$ cat config.mk
export PLATFORM = sky130hd
export DESIGN_NAME = reset_sequencer_flat
export DESIGN_NICKNAME = d
export VERILOG_FILES = /design/src/rtl/reset_sequencer_pkg.sv /design/src/rtl/reset_sequencer_if.sv /design/src/rtl/reset_sequencer_sync.sv /design/src/rtl/reset_sequencer.sv /design/src/flat_wrapper.sv
export SDC_FILE = /design/constraint.sdc
export NUM_CORES = 1
export LEC_CHECK = 0
export ABC_CLOCK_PERIOD_IN_PS = 1040
export BUFFER_PORTS_ARGS = -buffer_cell sky130_fd_sc_hd__buf_4
export CORE_UTILIZATION = 45
export CTS_CLUSTER_SIZE = 12
export DETAILED_ROUTE_END_ITERATION = 10
export SLEW_MARGIN = 15
export SYNTH_ARGS = -nofsm -noshare
export SYNTH_HDL_FRONTEND = slang
export SYNTH_SLANG_ARGS = --single-unit
$ cat constraint.sdc
create_clock -name SYSCLK -period 1.04 [get_ports SYSCLK]
set_input_delay 0.104 -clock SYSCLK [delete_from_list [all_inputs] [get_ports SYSCLK]]
set_output_delay 0.104 -clock SYSCLK [all_outputs]
set_load 0.005 [all_outputs]
$ cat src/rtl/reset_sequencer_pkg.sv
// Shared types and sizing helpers for the fabric reset sequencer.
// Optional feature macro used by the sequencer: RESET_SEQ_SWREQ_EN.
package reset_seq_pkg;

   localparam int unsigned MAX_CH = 16;

   typedef enum logic [1:0] {
      HOLD = 2'd0,
      WAIT = 2'd1,
      RUN  = 2'd2
   } seq_state_t;

   // The counter must reach both the init hold count and the timeout count without wrapping.
   function automatic int unsigned CNT_W(input int unsigned init_cycles,
                                         input int unsigned timeout_cycles);
      int unsigned m;
      m = (init_cycles > timeout_cycles) ? init_cycles : timeout_cycles;
      return $clog2(m + 1);
   endfunction

endpackage

$ cat src/rtl/reset_sequencer_if.sv
// Channel-side bundle of the reset sequencer: ready inputs, released resets and status.
// sw_rst_req exists only when RESET_SEQ_SWREQ_EN is defined.
interface reset_sequencer_if #(
   parameter int unsigned N_CH = 4
);
   logic [N_CH-1:0] ch_ready;
`ifdef RESET_SEQ_SWREQ_EN
   logic            sw_rst_req;
`endif
   logic [N_CH-1:0] rst_n_o;
   logic            seq_done;
   logic [N_CH-1:0] timeout_err;
   logic [3:0]      cur_ch;

`ifdef RESET_SEQ_SWREQ_EN
   modport master (
      input  ch_ready,
      input  sw_rst_req,
      output rst_n_o,
      output seq_done,
      output timeout_err,
      output cur_ch
   );

   modport slave (
      output ch_ready,
      output sw_rst_req,
      input  rst_n_o,
      input  seq_done,
      input  timeout_err,
      input  cur_ch
   );
`else
   modport master (
      input  ch_ready,
      output rst_n_o,
      output seq_done,
      output timeout_err,
      output cur_ch
   );

   modport slave (
      output ch_ready,
      input  rst_n_o,
      input  seq_done,
      input  timeout_err,
      input  cur_ch
   );
`endif

endinterface

$ cat src/rtl/reset_sequencer_sync.sv
// Two-flop reset synchroniser: asserts asynchronously, releases on the second clock edge.
module reset_sync (
   input  logic i_clk,
   input  logic i_rst_n,
   output logic o_rst_n
);

   logic r_meta;
   logic r_sync;

   always_ff @(posedge i_clk or negedge i_rst_n) begin
      if (!i_rst_n) begin
         r_meta <= 1'b0;
         r_sync <= 1'b0;
      end else begin
         r_meta <= 1'b1;
         r_sync <= r_meta;
      end
   end

   assign o_rst_n = r_sync;

endmodule

$ cat src/rtl/reset_sequencer.sv
// Fabric reset sequencer: synchronises NSYSRESET, holds, then releases N_CH domains in order.
// Define RESET_SEQ_SWREQ_EN to add the software resequence request (sw_rst_req).
module reset_sequencer
   import reset_seq_pkg::*;
#(
   parameter int unsigned N_CH           = 4,
   parameter int unsigned INIT_CYCLES    = 10,
   parameter int unsigned STEP_CYCLES    = 4,
   parameter int unsigned TIMEOUT_CYCLES = 256
) (
   input  logic               SYSCLK,
   input  logic               NSYSRESET,
   reset_sequencer_if.master  seq_if
);

   localparam int unsigned    CW          = CNT_W(INIT_CYCLES, TIMEOUT_CYCLES);
   localparam logic [CW-1:0]  C_ONE       = CW'(1);
   localparam logic [CW-1:0]  C_INIT_LAST = CW'(INIT_CYCLES - 1);
   localparam logic [CW-1:0]  C_STEP      = CW'(STEP_CYCLES);
   localparam logic [CW-1:0]  C_TMO       = CW'(TIMEOUT_CYCLES);
   localparam logic [3:0]     C_LAST_CH   = 4'(N_CH - 1);

   logic              w_rst_n_sync;
   logic              w_swreq;

   seq_state_t        r_state;
   logic [CW-1:0]     r_cnt;
   logic [N_CH-1:0]   r_rst_n;
   logic              r_done;
   logic [N_CH-1:0]   r_err;
   logic [3:0]        r_cur;

   seq_state_t        w_state_nxt;
   logic [CW-1:0]     w_cnt_nxt;
   logic [N_CH-1:0]   w_rst_n_nxt;
   logic              w_done_nxt;
   logic [N_CH-1:0]   w_err_nxt;
   logic [3:0]        w_cur_nxt;

   logic              w_ready_sel;
   logic              w_ack;
   logic              w_tmo;

   reset_sync u_sync (
      .i_clk   (SYSCLK),
      .i_rst_n (NSYSRESET),
      .o_rst_n (w_rst_n_sync)
   );

`ifdef RESET_SEQ_SWREQ_EN
   assign w_swreq = seq_if.sw_rst_req;
`else
   assign w_swreq = 1'b0;
`endif

   always_comb begin
      w_ready_sel = 1'b0;
      for (int unsigned i = 0; i < N_CH; i++) begin
         if (r_cur == 4'(i)) begin
            w_ready_sel = seq_if.ch_ready[i];
         end
      end
   end

   // A ready seen before the step spacing has elapsed is simply sampled again next cycle.
   assign w_ack = (r_cnt >= C_STEP) && w_ready_sel;
   assign w_tmo = (r_cnt == C_TMO);

   always_ff @(posedge SYSCLK or negedge w_rst_n_sync) begin
      if (!w_rst_n_sync) begin
         r_state <= HOLD;
         r_cnt   <= '0;
         r_rst_n <= '0;
         r_done  <= 1'b0;
         r_err   <= '0;
         r_cur   <= '0;
      end else begin
         r_state <= w_state_nxt;
         r_cnt   <= w_cnt_nxt;
         r_rst_n <= w_rst_n_nxt;
         r_done  <= w_done_nxt;
         r_err   <= w_err_nxt;
         r_cur   <= w_cur_nxt;
      end
   end

   always_comb begin
      w_state_nxt = r_state;
      w_cnt_nxt   = r_cnt;
      w_rst_n_nxt = r_rst_n;
      w_done_nxt  = r_done;
      w_err_nxt   = r_err;
      w_cur_nxt   = r_cur;

      unique case (r_state)
         HOLD: begin
            if (r_cnt == C_INIT_LAST) begin
               w_rst_n_nxt[0] = 1'b1;
               w_cnt_nxt      = C_ONE;
               w_state_nxt    = WAIT;
            end else begin
               w_cnt_nxt = r_cnt + C_ONE;
            end
         end

         WAIT: begin
            if (w_ack || w_tmo) begin
               // A ready landing exactly on the timeout cycle counts as an acknowledge.
               if (!w_ack) begin
                  for (int unsigned i = 0; i < N_CH; i++) begin
                     if (r_cur == 4'(i)) begin
                        w_err_nxt[i] = 1'b1;
                     end
                  end
               end
               if (r_cur == C_LAST_CH) begin
                  w_done_nxt  = 1'b1;
                  w_state_nxt = RUN;
               end else begin
                  for (int unsigned i = 1; i < N_CH; i++) begin
                     if (r_cur == 4'(i - 1)) begin
                        w_rst_n_nxt[i] = 1'b1;
                     end
                  end
                  w_cur_nxt = r_cur + 4'd1;
                  w_cnt_nxt = C_ONE;
               end
            end else if (!w_tmo) begin
               w_cnt_nxt = r_cnt + C_ONE;
            end
         end

         RUN: begin
         end

         default: begin
            w_state_nxt = HOLD;
         end
      endcase

      if (w_swreq) begin
         w_state_nxt = HOLD;
         w_cnt_nxt   = '0;
         w_rst_n_nxt = '0;
         w_done_nxt  = 1'b0;
         w_err_nxt   = '0;
         w_cur_nxt   = '0;
      end
   end

   assign seq_if.rst_n_o     = r_rst_n;
   assign seq_if.seq_done    = r_done;
   assign seq_if.timeout_err = r_err;
   assign seq_if.cur_ch      = r_cur;

   // Released resets only ever drop through a full reset or a software request.
   a_monotonic: assert property (@(posedge SYSCLK) disable iff (!w_rst_n_sync)
      ((r_rst_n & ~w_rst_n_nxt) == '0) || w_swreq);

   a_thermometer: assert property (@(posedge SYSCLK) disable iff (!w_rst_n_sync)
      ((r_rst_n + N_CH'(1)) & r_rst_n) == '0);

   a_done_all: assert property (@(posedge SYSCLK) disable iff (!w_rst_n_sync)
      r_done |-> (&r_rst_n));

   a_err_released: assert property (@(posedge SYSCLK) disable iff (!w_rst_n_sync)
      (r_err & ~r_rst_n) == '0);

endmodule

$ cat src/flat_wrapper.sv
// flat-port wrapper written by rule: the top's interface ports become plain ports
module reset_sequencer_flat import reset_seq_pkg::*;
#(
   parameter int unsigned N_CH           = 4,
   parameter int unsigned INIT_CYCLES    = 10,
   parameter int unsigned STEP_CYCLES    = 4,
   parameter int unsigned TIMEOUT_CYCLES = 256
)
  (SYSCLK, NSYSRESET, seq_if_ch_ready, seq_if_rst_n_o, seq_if_seq_done, seq_if_timeout_err, seq_if_cur_ch);
  reset_sequencer_if #(.N_CH(N_CH)) seq_if_i ();
  input  logic SYSCLK;
  input  logic NSYSRESET;
  input wire logic [$bits(seq_if_i.ch_ready)-1:0] seq_if_ch_ready;
  output wire logic [$bits(seq_if_i.rst_n_o)-1:0] seq_if_rst_n_o;
  output wire logic [$bits(seq_if_i.seq_done)-1:0] seq_if_seq_done;
  output wire logic [$bits(seq_if_i.timeout_err)-1:0] seq_if_timeout_err;
  output wire logic [$bits(seq_if_i.cur_ch)-1:0] seq_if_cur_ch;
  assign seq_if_i.ch_ready = seq_if_ch_ready;
  assign seq_if_rst_n_o = seq_if_i.rst_n_o;
  assign seq_if_seq_done = seq_if_i.seq_done;
  assign seq_if_timeout_err = seq_if_i.timeout_err;
  assign seq_if_cur_ch = seq_if_i.cur_ch;
  reset_sequencer #(.N_CH(N_CH), .INIT_CYCLES(INIT_CYCLES), .STEP_CYCLES(STEP_CYCLES), .TIMEOUT_CYCLES(TIMEOUT_CYCLES)) u_core (.SYSCLK(SYSCLK), .NSYSRESET(NSYSRESET), .seq_if(seq_if_i));
endmodule
==> run_summary.xml <==
<?xml version="1.0" encoding="UTF-8"?>
<metrics>
  <group name="outcome">
    <metric name="status" unit="">finished, violations left</metric>
    <metric name="violations" unit="">negative setup slack</metric>
  </group>
  <group name="sta">
    <metric name="final_period_minus_worst_setup_slack" unit="ns">2.05</metric>
    <metric name="fin_crit_sh" unit="%">198</metric>
    <metric name="final_critical_path_setup_slack" unit="ns">-1.01</metric>
    <metric name="number_of_pins_with_negative_max_slew_slack_in_the_final_report" unit="">0</metric>
    <metric name="fin_worst_skew" unit="ns">0.00816</metric>
    <metric name="final_hold_viol_count" unit="">0</metric>
    <metric name="setup-violations-final" unit="">28</metric>
    <metric name="timing.fmax" unit="MHz">487</metric>
    <metric name="rsz0062_at_grt" unit="">true</metric>
    <metric name="setup_tns" unit="ns">-22.68</metric>
  </group>
  <group name="floorplan">
    <metric name="io_pins" unit="">19</metric>
    <metric name="floorplan_die_height" unit="µm">58.7</metric>
    <metric name="initial_utilization" unit="%">47.3</metric>
    <metric name="floorplan.die_area" unit="mm²">0.00344</metric>
    <metric name="rows" unit="">20</metric>
    <metric name="fp.dieW" unit="µm">58.7</metric>
    <metric name="core" unit="mm²">0.00305</metric>
  </group>
  <group name="place">
    <metric name="hpwlAfterDp" unit="µm">2630</metric>
    <metric name="place.port_buffers" unit="">18</metric>
    <metric name="place.gp.congestion" unit="">0.851</metric>
    <metric name="dp_cells" unit="">229</metric>
    <metric name="post-place-ws" unit="ns">-1.13</metric>
  </group>
  <group name="finish">
    <metric name="syn_to_final_growth" unit="%">54.0</metric>
    <metric name="final_layout_fill_cell_count" unit="">235</metric>
    <metric name="layout.core_utilization" unit="%">72.9</metric>
    <metric name="nNetsFinal" unit="">216</metric>
    <metric name="drive_gt1_share" unit="%">53.5</metric>
    <metric name="final_cell_count_no_fill" unit="">246</metric>
    <metric name="insertedDiodeCount" unit="">0</metric>
  </group>
  <group name="critical_path">
    <metric name="reg2reg_depth" unit="">7</metric>
    <metric name="cpMaxStageDelayCell" unit="">or4_4</metric>
    <metric name="setup.worst_path.class" unit="">reg -&gt; reg</metric>
    <metric name="r2r_start" unit="">u_core.r_cnt[4]</metric>
    <metric name="path_buf_inv" unit="">1</metric>
    <metric name="critical-path-top-delay-family" unit="">simple AND/OR/NAND/NOR gates</metric>
    <metric name="worst-path-max-fanout" unit="">7</metric>
    <metric name="r2r_end" unit="">u_core.r_cnt[6]</metric>
    <metric name="worst-endpoint-required" unit="ns">1.29</metric>
    <metric name="crit_path_cell_trace" unit="">or3_4, or4_4, a21oi_2, a31o_4, buf_12, a31oi_1, a31oi_1</metric>
    <metric name="timing.reg2reg.setup_slack" unit="ns">-1.01</metric>
    <metric name="critical-path-max-stage-delay" unit="ns">0.49</metric>
    <metric name="path_common_cell" unit="">a31oi_1</metric>
    <metric name="worst_ep_arrival_time" unit="ns">2.31</metric>
    <metric name="sort_of_element_at_the_end_of_the_critical_path" unit="">register</metric>
    <metric name="start_kind" unit="">register</metric>
  </group>
  <group name="detailed_routing">
    <metric name="postRouteAntennaNets" unit="">0</metric>
    <metric name="firstDrtPassIters" unit="">4</metric>
    <metric name="drt-initial-drc-count" unit="">58</metric>
    <metric name="routed_wire_length_per_instance" unit="µm">15.5</metric>
    <metric name="dr_total_vias" unit="">1351</metric>
    <metric name="via_per_inst" unit="">5.49</metric>
    <metric name="post_detailed_routing_wire_length" unit="µm">3820</metric>
    <metric name="detail_route.drc_violations" unit="">0</metric>
  </group>
  <group name="yosys">
    <metric name="netlist_top_cells_area" unit="">dfrtp_1, a31oi_1, ha_1</metric>
    <metric name="ys.flop_type" unit="">dfrtp_1</metric>
    <metric name="count_of_state_elements_after_synthesis" unit="">26</metric>
    <metric name="synthesis.area" unit="mm²">0.00145</metric>
    <metric name="syn-instance-count" unit="">137</metric>
    <metric name="ys.warnings.count" unit="">0</metric>
    <metric name="asyncSetResetFlopFracSynth" unit="%">100</metric>
    <metric name="avgSynthCellArea" unit="µm²">10.5</metric>
    <metric name="proportion_of_netlist_area_held_by_the_largest_area_contributor" unit="%">45.0</metric>
    <metric name="yosys.cell_types.count" unit="">46</metric>
    <metric name="synthesis.nets" unit="">150</metric>
    <metric name="synth_edf_count" unit="">0</metric>
    <metric name="cell_type_contributing_the_most_total_cell_area_after_synthesis" unit="">dfrtp_1</metric>
    <metric name="sequential_area_share_after_synthesis" unit="%">45.0</metric>
  </group>
  <group name="global_route">
    <metric name="global_route.usage.total" unit="%">23.2</metric>
    <metric name="first_global_vias" unit="">1285</metric>
    <metric name="grt_overflow" unit="">0</metric>
    <metric name="antenna_found_initial" unit="">0</metric>
    <metric name="largest_net_degree_at_the_start_of_global_routing" unit="">25</metric>
    <metric name="grt_pass1_wl" unit="µm">6060</metric>
  </group>
  <group name="power_and_ir_drop">
    <metric name="lkg_pwr" unit="nW">1.10</metric>
    <metric name="power_per_cell_area" unit="mW/mm²">719</metric>
    <metric name="worst_ir_drop_vdd" unit="V">0.000509</metric>
  </group>
  <group name="job">
    <metric name="maxCapViolCount" unit="">0</metric>
  </group>
  <group name="clocking">
    <metric name="tritoncts" unit="">done</metric>
    <metric name="path_clk_slew" unit="ns">0.15</metric>
    <metric name="cts-root-to-sink-buffers" unit="">2</metric>
    <metric name="clk_latency" unit="ns">0.32</metric>
    <metric name="cts.sink_count" unit="">26</metric>
    <metric name="ctsHtreeMaxLevel" unit="">1</metric>
    <metric name="clock_buffer_count_from_cts" unit="">3</metric>
    <metric name="cts.root.buffer_cell" unit="">clkbuf_4</metric>
  </group>
  <group name="min_path">
    <metric name="worstHoldPathType" unit="">in -&gt; async</metric>
  </group>
</metrics>
[power breakdown]
part | total [mW] | internal [mW] | switching [mW]
registers | 1.02 | 1.01 | 0.000957
clock network | 0.524 | 0.214 | 0.309
logic | 0.0601 | 0.0266 | 0.0335
total | 1.60 | 1.26 | 0.344
[kinds of logic after synthesis]
logic type	count (synthesis)	synth area share [%]
AO/OA/AOI/OAI	41	22.5
XOR/XNOR	2	1.21
adder cells (fa/ha/maj)	7	6.06
buffers and inverters	16	4.33
flip-flops	26	45.0
multiplexers	2	2.08
other	1	0.259
AND/OR/NAND/NOR	42	18.5
[registers in the layout, indices dropped and copies added (netlist names)]
signal	flops
u_core.r_cnt	9
u_core.seq_if.cur_ch	4
u_core.seq_if.rst_n_o	4
u_core.seq_if.timeout_err	4
u_core.r_state	2
u_core.seq_if.seq_done	1
u_core.u_sync.o_rst_n	1
u_core.u_sync.r_meta	1
[worst max-delay path by stage]
stage	from	slack, ns	end	cells past startpoint
6_report	u_core.r_cnt[4]	-1.01	u_core.r_cnt[6]	7
5_1_grt	u_core.seq_if.cur_ch[0]	-1.09	u_core.r_cnt[8]	9
4_1_cts	u_core.seq_if.cur_ch[1]	-0.97	u_core.r_cnt[0]	8
3_5_place_dp	u_core.seq_if.cur_ch[1]	-1.13	u_core.r_cnt[3]	8
3_3_place_gp	u_core.seq_if.cur_ch[1]	-1.07	u_core.r_cnt[0]	8
2_1_floorplan	u_core.seq_if.cur_ch[1]	-0.94	u_core.r_cnt[7]	9
[cell type report]
class	count	area [µm²]	share of cell area (%)
clock buffers	4	36.3	1.63
inverters	11	43.8	1.97
multi-input cells	95	901	40.5
flip-flops and latches	26	653	29.3
well taps	44	55.1	2.47
repair buffers	66	537	24.1
[synth_stat cells, types with 3 or more instances]
| cell type | n |
|---|---|
| and3_1 | 6 |
| a21oi_2 | 3 |
| nand2_1 | 4 |
| a21oi_1 | 3 |
| clkbuf_1 | 3 |
| a21o_1 | 3 |
| nand3_1 | 10 |
| a31o_2 | 3 |
| dfrtp_1 | 26 |
| a31oi_1 | 14 |
| nor3_1 | 3 |
| inv_1 | 11 |
| ha_1 | 7 |
| nor2_1 | 3 |
[cell usage in the layout (no fill, tap or decap), types with 2 or more instances in the layout]
master    instances
a21oi_1           3
dfrtp_1          24
a31oi_1          14
a31o_2            3
nor2_2            3
a21o_1            3
a21oi_2           2
ha_2              2
ha_1              3
nand4_1           2
nand3_1          10
and3_1            6
dfrtp_2           2
ha_4              2
a211o_4           2
buf_4            57
o21bai_1          2
mux2_4            2
buf_6             7
clkbuf_4          3
inv_1             9
nand2_1           4
[layer usage]
metal  track usage [%]  share of wire, %  routed length [µm]
met1              30.4                43                1630
met2              41.7                53                2020
met3              2.20               3.7                 141
met4              5.10              0.52                  20
met5                 0                 0                   0
[stage by stage]
| stage | power [mW] | hold WS (ns) | area (µm²) |
|---|---|---|---|
| floorplan | 1.07 | -0.192 | 1520 |
| detailed placement | 1.09 | -0.112 | 1940 |
| finish | 1.60 | 0.0701 | 2230 |
| CTS | 1.63 | 0.0488 | 2110 |
| global route | 1.66 | 0.0507 | 2230 |
| global placement | 1.09 | -0.114 | 1940 |
[repair_timing]
item / CTS / global route
hold buffers: 1 / 0
gates resized for setup: 14 / 14
setup buffers: 7 / 7
endpoints found under the setup margin: 28 / 28
cloned: 0 / 0
hold endpoints to repair: 2 / 0
pin swaps: 6 / 6
Note: power is estimated with default switching activity, not from simulation.
